## src/rtl/clock_time_counter.sv

```systemverilog
// Time-of-day core: TICK_DIV prescaler, BCD hh:mm:ss, mode/inc key setting FSM.
// Optional macro SET_BLINK_EN blanks the field being set for the first half of each second.
module clock_time_counter #(
    parameter int TICK_DIV = 1000
) (
    input  logic       clk,
    input  logic       rst_n,
    input  logic       mode_key,
    input  logic       inc_key,
    output logic [3:0] ch0,
    output logic [3:0] ch1,
    output logic [3:0] ch2,
    output logic [3:0] ch3,
    output logic [3:0] ch4,
    output logic [3:0] ch5,
    output logic [1:0] set_state,
    output logic       sec_tick
);
    localparam int PW = $clog2(TICK_DIV);
    localparam logic [PW-1:0] PRE_MAX = PW'(TICK_DIV - 1);

    typedef enum logic [1:0] {
        RUN      = 2'b00,
        SET_HOUR = 2'b01,
        SET_MIN  = 2'b10
    } state_t;

    state_t        state, state_nxt;
    logic [PW-1:0] pre_cnt, pre_nxt;
    logic [7:0]    sec, minute, hour;
    logic [7:0]    sec_nxt, minute_nxt, hour_nxt;
    logic          tick_nxt;

    function automatic logic [7:0] inc_sixty(input logic [7:0] v);
        logic [7:0] r;
        if (v[3:0] == 4'd9)
            r = (v[7:4] == 4'd5) ? 8'h00 : {v[7:4] + 4'd1, 4'd0};
        else
            r = {v[7:4], v[3:0] + 4'd1};
        return r;
    endfunction

    function automatic logic [7:0] inc_hour(input logic [7:0] v);
        logic [7:0] r;
        if (v == 8'h23)
            r = 8'h00;
        else if (v[3:0] == 4'd9)
            r = {v[7:4] + 4'd1, 4'd0};
        else
            r = {v[7:4], v[3:0] + 4'd1};
        return r;
    endfunction

    always_comb begin
        state_nxt  = state;
        pre_nxt    = (pre_cnt == PRE_MAX) ? '0 : pre_cnt + PW'(1);
        sec_nxt    = sec;
        minute_nxt = minute;
        hour_nxt   = hour;
        tick_nxt   = 1'b0;
        case (state)
            RUN: begin
                // a mode press on the tick cycle swallows that tick
                if (mode_key) begin
                    state_nxt = SET_HOUR;
                end else if (pre_cnt == PRE_MAX) begin
                    tick_nxt = 1'b1;
                    sec_nxt  = inc_sixty(sec);
                    if (sec == 8'h59) begin
                        minute_nxt = inc_sixty(minute);
                        if (minute == 8'h59)
                            hour_nxt = inc_hour(hour);
                    end
                end
            end
            SET_HOUR: begin
                if (mode_key)
                    state_nxt = SET_MIN;
                else if (inc_key)
                    hour_nxt = inc_hour(hour);
            end
            SET_MIN: begin
                if (mode_key) begin
                    state_nxt = RUN;
                    sec_nxt   = 8'h00;
                    pre_nxt   = '0;
                end else if (inc_key) begin
                    minute_nxt = inc_sixty(minute);
                end
            end
            default: state_nxt = RUN;
        endcase
    end

    always_ff @(posedge clk or negedge rst_n) begin
        if (!rst_n) begin
            state    <= RUN;
            pre_cnt  <= '0;
            sec      <= 8'h00;
            minute   <= 8'h00;
            hour     <= 8'h00;
            sec_tick <= 1'b0;
        end else begin
            state    <= state_nxt;
            pre_cnt  <= pre_nxt;
            sec      <= sec_nxt;
            minute   <= minute_nxt;
            hour     <= hour_nxt;
            sec_tick <= tick_nxt;
        end
    end

`ifdef SET_BLINK_EN
    logic [7:0] disp_minute, disp_hour;
    logic       blank;

    // blank decision uses next-cycle values so the display register lines up with pre_cnt
    assign blank = (pre_nxt < PW'(TICK_DIV / 2));

    always_ff @(posedge clk or negedge rst_n) begin
        if (!rst_n) begin
            disp_hour   <= 8'h00;
            disp_minute <= 8'h00;
        end else begin
            disp_hour   <= (state_nxt == SET_HOUR && blank) ? 8'hFF : hour_nxt;
            disp_minute <= (state_nxt == SET_MIN && blank) ? 8'hFF : minute_nxt;
        end
    end

    assign {ch5, ch4} = disp_hour;
    assign {ch3, ch2} = disp_minute;
`else
    assign {ch5, ch4} = hour;
    assign {ch3, ch2} = minute;
`endif
    assign {ch1, ch0} = sec;
    assign set_state  = state;

endmodule

```

## config.mk

```make
export PLATFORM = sky130hd
export DESIGN_NAME = clock_time_counter
export DESIGN_NICKNAME = d
export VERILOG_FILES = /design/src/rtl/clock_time_counter.sv
export SDC_FILE = /design/constraint.sdc
export NUM_CORES = 1
export LEC_CHECK = 0
export BUFFER_PORTS_ARGS = -buffer_cell sky130_fd_sc_hd__buf_2
export CORE_MARGIN = 1
export CORE_UTILIZATION = 56
export CTS_CLUSTER_SIZE = 10
export DETAILED_ROUTE_END_ITERATION = 10
export HOLD_SLACK_MARGIN = 0.08
export PLACE_DENSITY = 0.79
export SLEW_MARGIN = 10
export SYNTH_ARGS = -nofsm -noshare
export SYNTH_HDL_FRONTEND = slang
export SYNTH_SLANG_ARGS = --single-unit
```

## constraint.sdc

```tcl
create_clock -name clk -period 2.3 [get_ports clk]
set_input_delay 0.46 -clock clk [delete_from_list [all_inputs] [get_ports clk]]
set_output_delay 0.46 -clock clk [all_outputs]
set_load 0.01 [all_outputs]
```

== Word level (Yosys, flattened, before mapping) ==
Cells that the tools add are included.
Widths: inputs -> output; s select.

* Logic and storage cells: 78
* Bits in registers: 37
* Output and inout bits: 27

* Reduce and logical (&&, ||, !) cells: 8
* Multiplexer cells: 33
* Equal/unequal tests: 23
* $add $sub $neg: 7

{| class="wikitable"
|+ Operators by type and width
! kind !! number
|-
| $mux 8 || 20
|-
| $pmux 8 s2 || 3
|-
| $mux 10 || 3
|-
| $add 4x1->4 const B || 6
|-
| $ne 2x2->1 const B || 12
|-
| $eq 8x7->1 const B || 2
|-
| $eq 4x4->1 const B || 3
|-
| $add 10x1->10 const B || 1
|-
| $eq 10x10->1 const B || 1
|-
| $eq 4x3->1 const B || 2
|-
| $eq 8x6->1 const B || 1
|-
| $reduce_and 7->1 || 1
|-
| $mux 2 || 3
|-
| $pmux 2 s3 || 1
|-
| $reduce_and 6->1 || 1
|-
| $reduce_and 5->1 || 1
|-
| $reduce_and 4->1 || 1
|-
| $reduce_bool 2->1 || 2
|-
| $mux 1 || 3
|-
| $reduce_and 3->1 || 1
|-
| $eq 2x1->1 const B || 1
|-
| $eq 2x2->1 const B || 1
|-
| $logic_not 2->1 || 1
|}

== Depth between registers and ports, before layout ==
Gate-level depths: netlist (run 1).

* Depth in word-level cells: 8
* Depth in mapped cells: 9

== Worst setup path after synthesis (run 1) ==
Ideal clock, no wire load.

* Path kind: reg2reg
* From: register sec[0]
* To: register hour[3]
* Required time: 2231 ps
* Slack: 134 ps
* Data arrival time: 2097 ps
* Path buffers: 2
* Stages on the path, launching flop included: 9
* Setup time: 69 ps
* Path through: dfrtp_1 > ha_1 > and3b_1 > buf_2 > nand4b_1 > o31a_1 > buf_6 > or4b_1 > nand3_1

* Word-level cells in the longest chain between the ends: 3

{| class="wikitable"
|+ Ends and longest elaborated chain
! what !! line !! text
|-
| start, declared || 30 || <nowiki>logic [7:0] sec, minute, hour;</nowiki>
|-
| start signal, assigned || 106 || <nowiki>sec <= sec_nxt;</nowiki>
|-
| $eq 8x7->1 || 69 || <nowiki>if (sec == 8'h59) begin</nowiki>
|-
| $ne 2x2->1 (no line) || - ||
|-
| $reduce_and 7->1 (no line) || - ||
|-
| end signal, assigned || 108 || <nowiki>hour <= hour_nxt;</nowiki>
|-
| end, declared || 30 ||
|}

No other way between the ends.
A chain may end at the register's enable or synchronous reset.

== Worst setup path in the final report (run 1) ==
* From: register sec[1]
* To: register hour[3]

Same word-level chain as after synthesis.

==> flow_metrics.tcl, run 1 <==
set metrics [dict create \
    swShare 0.4023 \
    pin_count 31 \
    synth-edff-count 0 \
    vias 1607 \
    synth-seq-area-share 0.4551 \
    die_h_um 62.28 \
    num-nets-final 254 \
    initial_utilization 0.5956 \
    path_delay_family "simple AND/OR/NAND/NOR gates" \
    diodes 0 \
    drt_first_pass_iters 4 \
    critical_path.cell_chain "inv_1 > ha_1 > and3b_1 > nand4b_1 > o31a_2 > or4b_1 > nand3_1" \
    antenna_found_initial 0 \
    fillerInstances 292 \
    most-common-layout-cells "dfrtp_1 (37), buf_2 (30), nor2_1 (20), nand3_1 (19), nand2_1 (15)" \
    p_int_uw 1330 \
    grt_pass1_wl_um 7017 \
    path_class "reg2reg" \
    drv_cap 0 \
    reg2reg_setup_slack_ns 0.15 \
    grt-ovfl-total 0 \
    crit_path_max_fanout 11 \
    power.share.clock 0.145 \
    crit_path_max_incr_delay_ns 0.52 \
    rsz0062_at_grt "no" \
    ys.flop_type "dfrtp_1" \
    synth_area_per_cell_um2 9.828 \
    clock_path_buffers 2 \
    cts_sinks 37 \
    p_total_uw 2226 \
    async_flop_share 1.000 \
    port_buffers 30 \
    drive_above_1_share 0.2273 \
    via_per_inst 5.580 \
    yosys_warnings 0 \
    r2r_cells 7 \
    hold_ws_ns 0.1946 \
    finalCritPeriodShare 0.9337 \
    rows 21 \
    cpMaxStageDelayCell "or4b_1" \
    setup_viol 0 \
    power_frac_comb 0.374 \
    cts_tree "yes" \
    max_slew.worst_pin.slew_ns 0.8093 \
    final_common_cell "dfrtp_1" \
    gp_congestion 0.8192 \
    p_leak_uw 0.001089 \
    routed_wl_um 3932 \
    grt_pass1_vias 1468 \
    cellPowerDensity_mw_per_mm2 975.8 \
    layout_min_cycle_time_ns 2.148 \
    status "completed" \
    required_ns 2.58 \
    fin_tns_setup_ns 0 \
    die_w_um 62.28 \
    dp_hpwl_um 2880 \
    clkLatencyLatePin_ns 0.35 \
    reg2reg_from "sec[1]" \
    ir_drop_mv 0.5442 \
    arrival_ns 2.43 \
    postSynthCellCount 207 \
    ant_nets 0 \
    hold_viol 0 \
    dieArea_mm2 0.003878 \
    slew_viol_final 0 \
    grt_max_degree 38 \
    clkTransAtPathRegs_ns 0.10 \
    clock.fmax_ghz 0.4656 \
    syn_nets 220 \
    post-route-cell-area_mm2 0.002281 \
    cts_made_buffers 5 \
    ctsHoldBuffers 0 \
    synth_cell_type_count 48 \
    maxSlewHeadroom 0.4605 \
    post_dp_cell_area_mm2 0.002231 \
    synth_seq_cells 37 \
    start_kind "flip-flop" \
    clock_skew_ns 0.007308 \
    seqPwrFrac 0.481 \
    crit_path_end_kind "flip-flop" \
    synthToLayoutAreaGrowth_pct 12.12 \
    critPathBufInv 1 \
    r2r-end "hour[3]" \
    dr.first_iter.drc_count 70 \
    hp-class "in2async" \
    drc 0 \
    grt_util_all_layers 0.2324 \
    cts_root_buf "clkbuf_4" \
    syn-cell-area_mm2 0.002034 \
    h-tree-depth 2 \
    power_switching_uw 895.5 \
    wire_per_inst_um 13.65 \
    core_mm2 0.003416 \
]
-- Yosys cell counts, drive strengths merged, types with 4 or more instances --
cell type	number	area share
nand3	19	0.047
buf	5	0.018
nor2	20	0.037
nor3	4	0.0098
xnor2	8	0.034
o21ai	8	0.022
ha	9	0.055
nand2	15	0.028
nand4	5	0.018
mux2	4	0.022
inv	10	0.018
nor2b	9	0.028
a21oi	4	0.0098
xor2	7	0.030
dfrtp	37	0.46
-- state kept, by name (all words and copies together) (netlist names) --
signal / cells
hour: 8
minute: 8
pre_cnt: 10
sec: 8
sec_tick: 1
set_state: 2
-- stage by stage --
stage          std cells  worst slack [ns]  utilization
4_1_cts              288            0.1255       0.6674
5_1_grt              288           0.01974       0.6678
6_report             288            0.1524       0.6678
3_3_place_gp         280            0.1680       0.6531
3_5_place_dp         280            0.1129       0.6531
2_1_floorplan        207            0.1343            -
-- worst max-delay path by stage --
stage,depth (start not counted),start,end,slack (ns)
floorplan,8,sec[0],hour[3],0.13
global placement,6,mode_key,hour[2],0.17
detailed placement,6,mode_key,hour[3],0.11
CTS,7,sec[1],hour[3],0.13
global route,7,sec[1],hour[3],0.02
finish,7,sec[1],hour[3],0.15
-- cell families after synthesis --
group | synth area share
mux | 0.02706
simple gates | 0.2534
fa+ha+maj | 0.05535
flops | 0.4551
compound gates | 0.1021
xor+xnor | 0.06458
buf+inv | 0.04243
-- power by group through the flow --
stage               combinational, uW  sequential (uW)  clock [uW]
floorplan                         565             1060           0
global placement                  809             1070           0
detailed placement                836             1080           0
CTS                               840             1070         332
global route                      938             1110         356
finish                            833             1070         322
-- worst register-to-register path: stages, from the launching register on --
cell	delay (ns)
dfrtp_1	0.44
inv_1	0.07
ha_1	0.15
and3b_1	0.20
nand4b_1	0.15
o31a_2	0.45
or4b_1	0.52
nand3_1	0.10
-- timing repair --
action                                  4_1_cts  5_1_grt
gates resized for setup                       0        1
setup buffers                                 0        0
endpoints found under the setup margin        0        1
-- routing by layer --
metal / up-vias / track usage / wire length (um)
li1: 792 / - / -
met3: 7 / 0.06618 / 154
met4: 0 / 0.06977 / 56
met1: 770 / 0.3216 / 1853
met5: - / 0 / 0
met2: 38 / 0.3558 / 1867
-- cell type report --
type,count,area [um2],area share
Clock buffer,8,48.80,0.02139
Inverter,10,37.54,0.01646
Multi-Input combinational cell,152,1023,0.4487
Sequential cell,37,925.9,0.4059
Tap cell,46,57.56,0.02523
Timing Repair Buffer,35,187.7,0.08228
No activity file was read; power rests on OpenSTA's default activity.
==> inputs of run 2 (changes only) <==
--- a/config.mk
+++ b/config.mk
@@ -5,7 +5,7 @@
 export SDC_FILE = /design/constraint.sdc
 export NUM_CORES = 1
 export LEC_CHECK = 0
-export BUFFER_PORTS_ARGS = -buffer_cell sky130_fd_sc_hd__buf_2
+export BUFFER_PORTS_ARGS = -buffer_cell sky130_fd_sc_hd__buf_4
 export CORE_MARGIN = 1
 export CORE_UTILIZATION = 56
 export CTS_CLUSTER_SIZE = 10
@@ -16,3 +16,4 @@
 export SYNTH_ARGS = -nofsm -noshare
 export SYNTH_HDL_FRONTEND = slang
 export SYNTH_SLANG_ARGS = --single-unit
+export TNS_END_PERCENT = 10
==> flow_metrics.tcl, run 2 (same netlist as run 1, synthesis figures left out) <==
set metrics [dict create \
    status "completed" \
    cellPowerDensity_mw_per_mm2 985.5 \
    dieArea_mm2 0.003878 \
    clock_skew_ns 0.007372 \
    hp-class "in2async" \
    most-common-layout-cells "dfrtp_1 (37), buf_4 (37), nor2_1 (20), nand3_1 (19), nand2_1 (15)" \
    rows 21 \
    largest_reg_flops 10 \
    path_delay_family "simple AND/OR/NAND/NOR gates" \
    synthToLayoutAreaGrowth_pct 16.79 \
    h-tree-depth 2 \
    cts_made_buffers 5 \
    drc 0 \
    r2r-end "hour[2]" \
    critical_path.cell_chain "and4bb_4 > nand4_2 > o31a_1 > and2b_2 > mux2_2" \
    die_h_um 62.28 \
    required_ns 2.53 \
    p_leak_uw 0.001112 \
    layout_min_cycle_time_ns 2.055 \
    clock.fmax_ghz 0.4866 \
    setup_viol 0 \
    fin_tns_setup_ns 0 \
    grt_pass1_wl_um 6851 \
    cts_resized 0 \
    cp.depth 5 \
    cpMaxStageDelayCell "dfrtp_1" \
    diodes 0 \
    die_w_um 62.28 \
    slew_viol_final 0 \
    vias 1623 \
    critPathBufInv 0 \
    clkTransAtPathRegs_ns 0.11 \
    reg2reg_setup_slack_ns 0.24 \
    num-nets-final 256 \
    drive_above_1_share 0.2346 \
    path_class "reg2reg" \
    clock_path_buffers 2 \
    drv_cap 0 \
    max_slew.worst_pin.slew_ns 0.5713 \
    rsz0062_at_grt "no" \
    wire_per_inst_um 13.73 \
    p_total_uw 2342 \
    dp_hpwl_um 2914 \
    dr.first_iter.drc_count 78 \
    grt_pass1_vias 1482 \
    routed_wl_um 3968 \
    crit_path_max_incr_delay_ns 0.44 \
    hold_viol 0 \
    port_buffers 30 \
    reg2reg_from "pre_cnt[4]" \
    pin_count 31 \
    crit_path_max_fanout 11 \
    cts_root_buf "clkbuf_4" \
    cts_tree "yes" \
    core_mm2 0.003416 \
    antenna_found_initial 0 \
    r2r_cells 5 \
    finalCritPeriodShare 0.8935 \
    gp_congestion 0.8850 \
    initial_utilization 0.5956 \
    postCtsSetupBuffers 0 \
    ir_drop_mv 0.6297 \
    grt_max_degree 38 \
    ant_nets 0 \
    largest_register "pre_cnt" \
    ctsHoldBuffers 0 \
    arrival_ns 2.28 \
    cts_sinks 37 \
    grt-ovfl-total 0 \
    via_per_inst 5.616 \
    grt_util_all_layers 0.2264 \
    crit_path_end_kind "flip-flop" \
    clkLatencyLatePin_ns 0.34 \
    start_kind "flip-flop" \
    drt_first_pass_iters 4 \
    maxSlewHeadroom 0.6157 \
]
-- run 2: cell count changes in the layout (fill, tap and decap cells not counted) --
cell / before / now
buf_2: 30 / 0
clkbuf_8: 0 / 1
o31a_2: 1 / 0
buf_4: 5 / 37
clkbuf_1: 3 / 1
o31a_1: 1 / 2
-- run 2: final cells by class --
cell class	count	area, um2
well taps	46	57.56
multi-input cells	152	1022
flip-flops and latches	37	925.9
inverters	10	37.54
fillers	276	1040
repair buffers	37	277.8
clock buffers	7	55.05
-- run 2: routing by layer --
layer  global-route usage  share of wire
met1               0.3084           0.48
met2               0.3516           0.47
met3              0.05515          0.034
met4              0.08140          0.014
met5                    0              0
-- run 2: per-stage QoR --
step / setup WS [ns] / area, um2 / hold slack, ns / cells / utilization
after global routing: 0.06947 / 2376 / 0.09618 / 289 / 0.6956
after CTS: 0.2342 / 2376 / 0.08053 / 289 / 0.6956
after global placement: 0.2027 / 2321 / 0.4486 / 282 / 0.6795
after detailed placement: 0.1622 / 2321 / 0.4519 / 282 / 0.6795
after floorplan: 0.1343 / 2034 / 0.1644 / 207 / -
final: 0.2450 / 2376 / 0.05493 / 289 / 0.6956
-- run 2: worst max-delay path by stage --
stage	startpoint	endpoint	slack, ns
after floorplan	sec[0]	hour[3]	0.13
after global placement	mode_key	hour[2]	0.20
after detailed placement	mode_key	hour[2]	0.16
after CTS	pre_cnt[4]	hour[2]	0.23
after global routing	minute[1]	hour[7]	0.07
final	pre_cnt[4]	hour[2]	0.24
-- run 2: power breakdown --
| group | internal (uW) | switching, uW | total, uW |
|---|---|---|---|
| clock | 144 | 203 | 347 |
| sequential | 823 | 240 | 1060 |
| combinational | 460 | 471 | 931 |
| total | 1430 | 914 | 2340 |
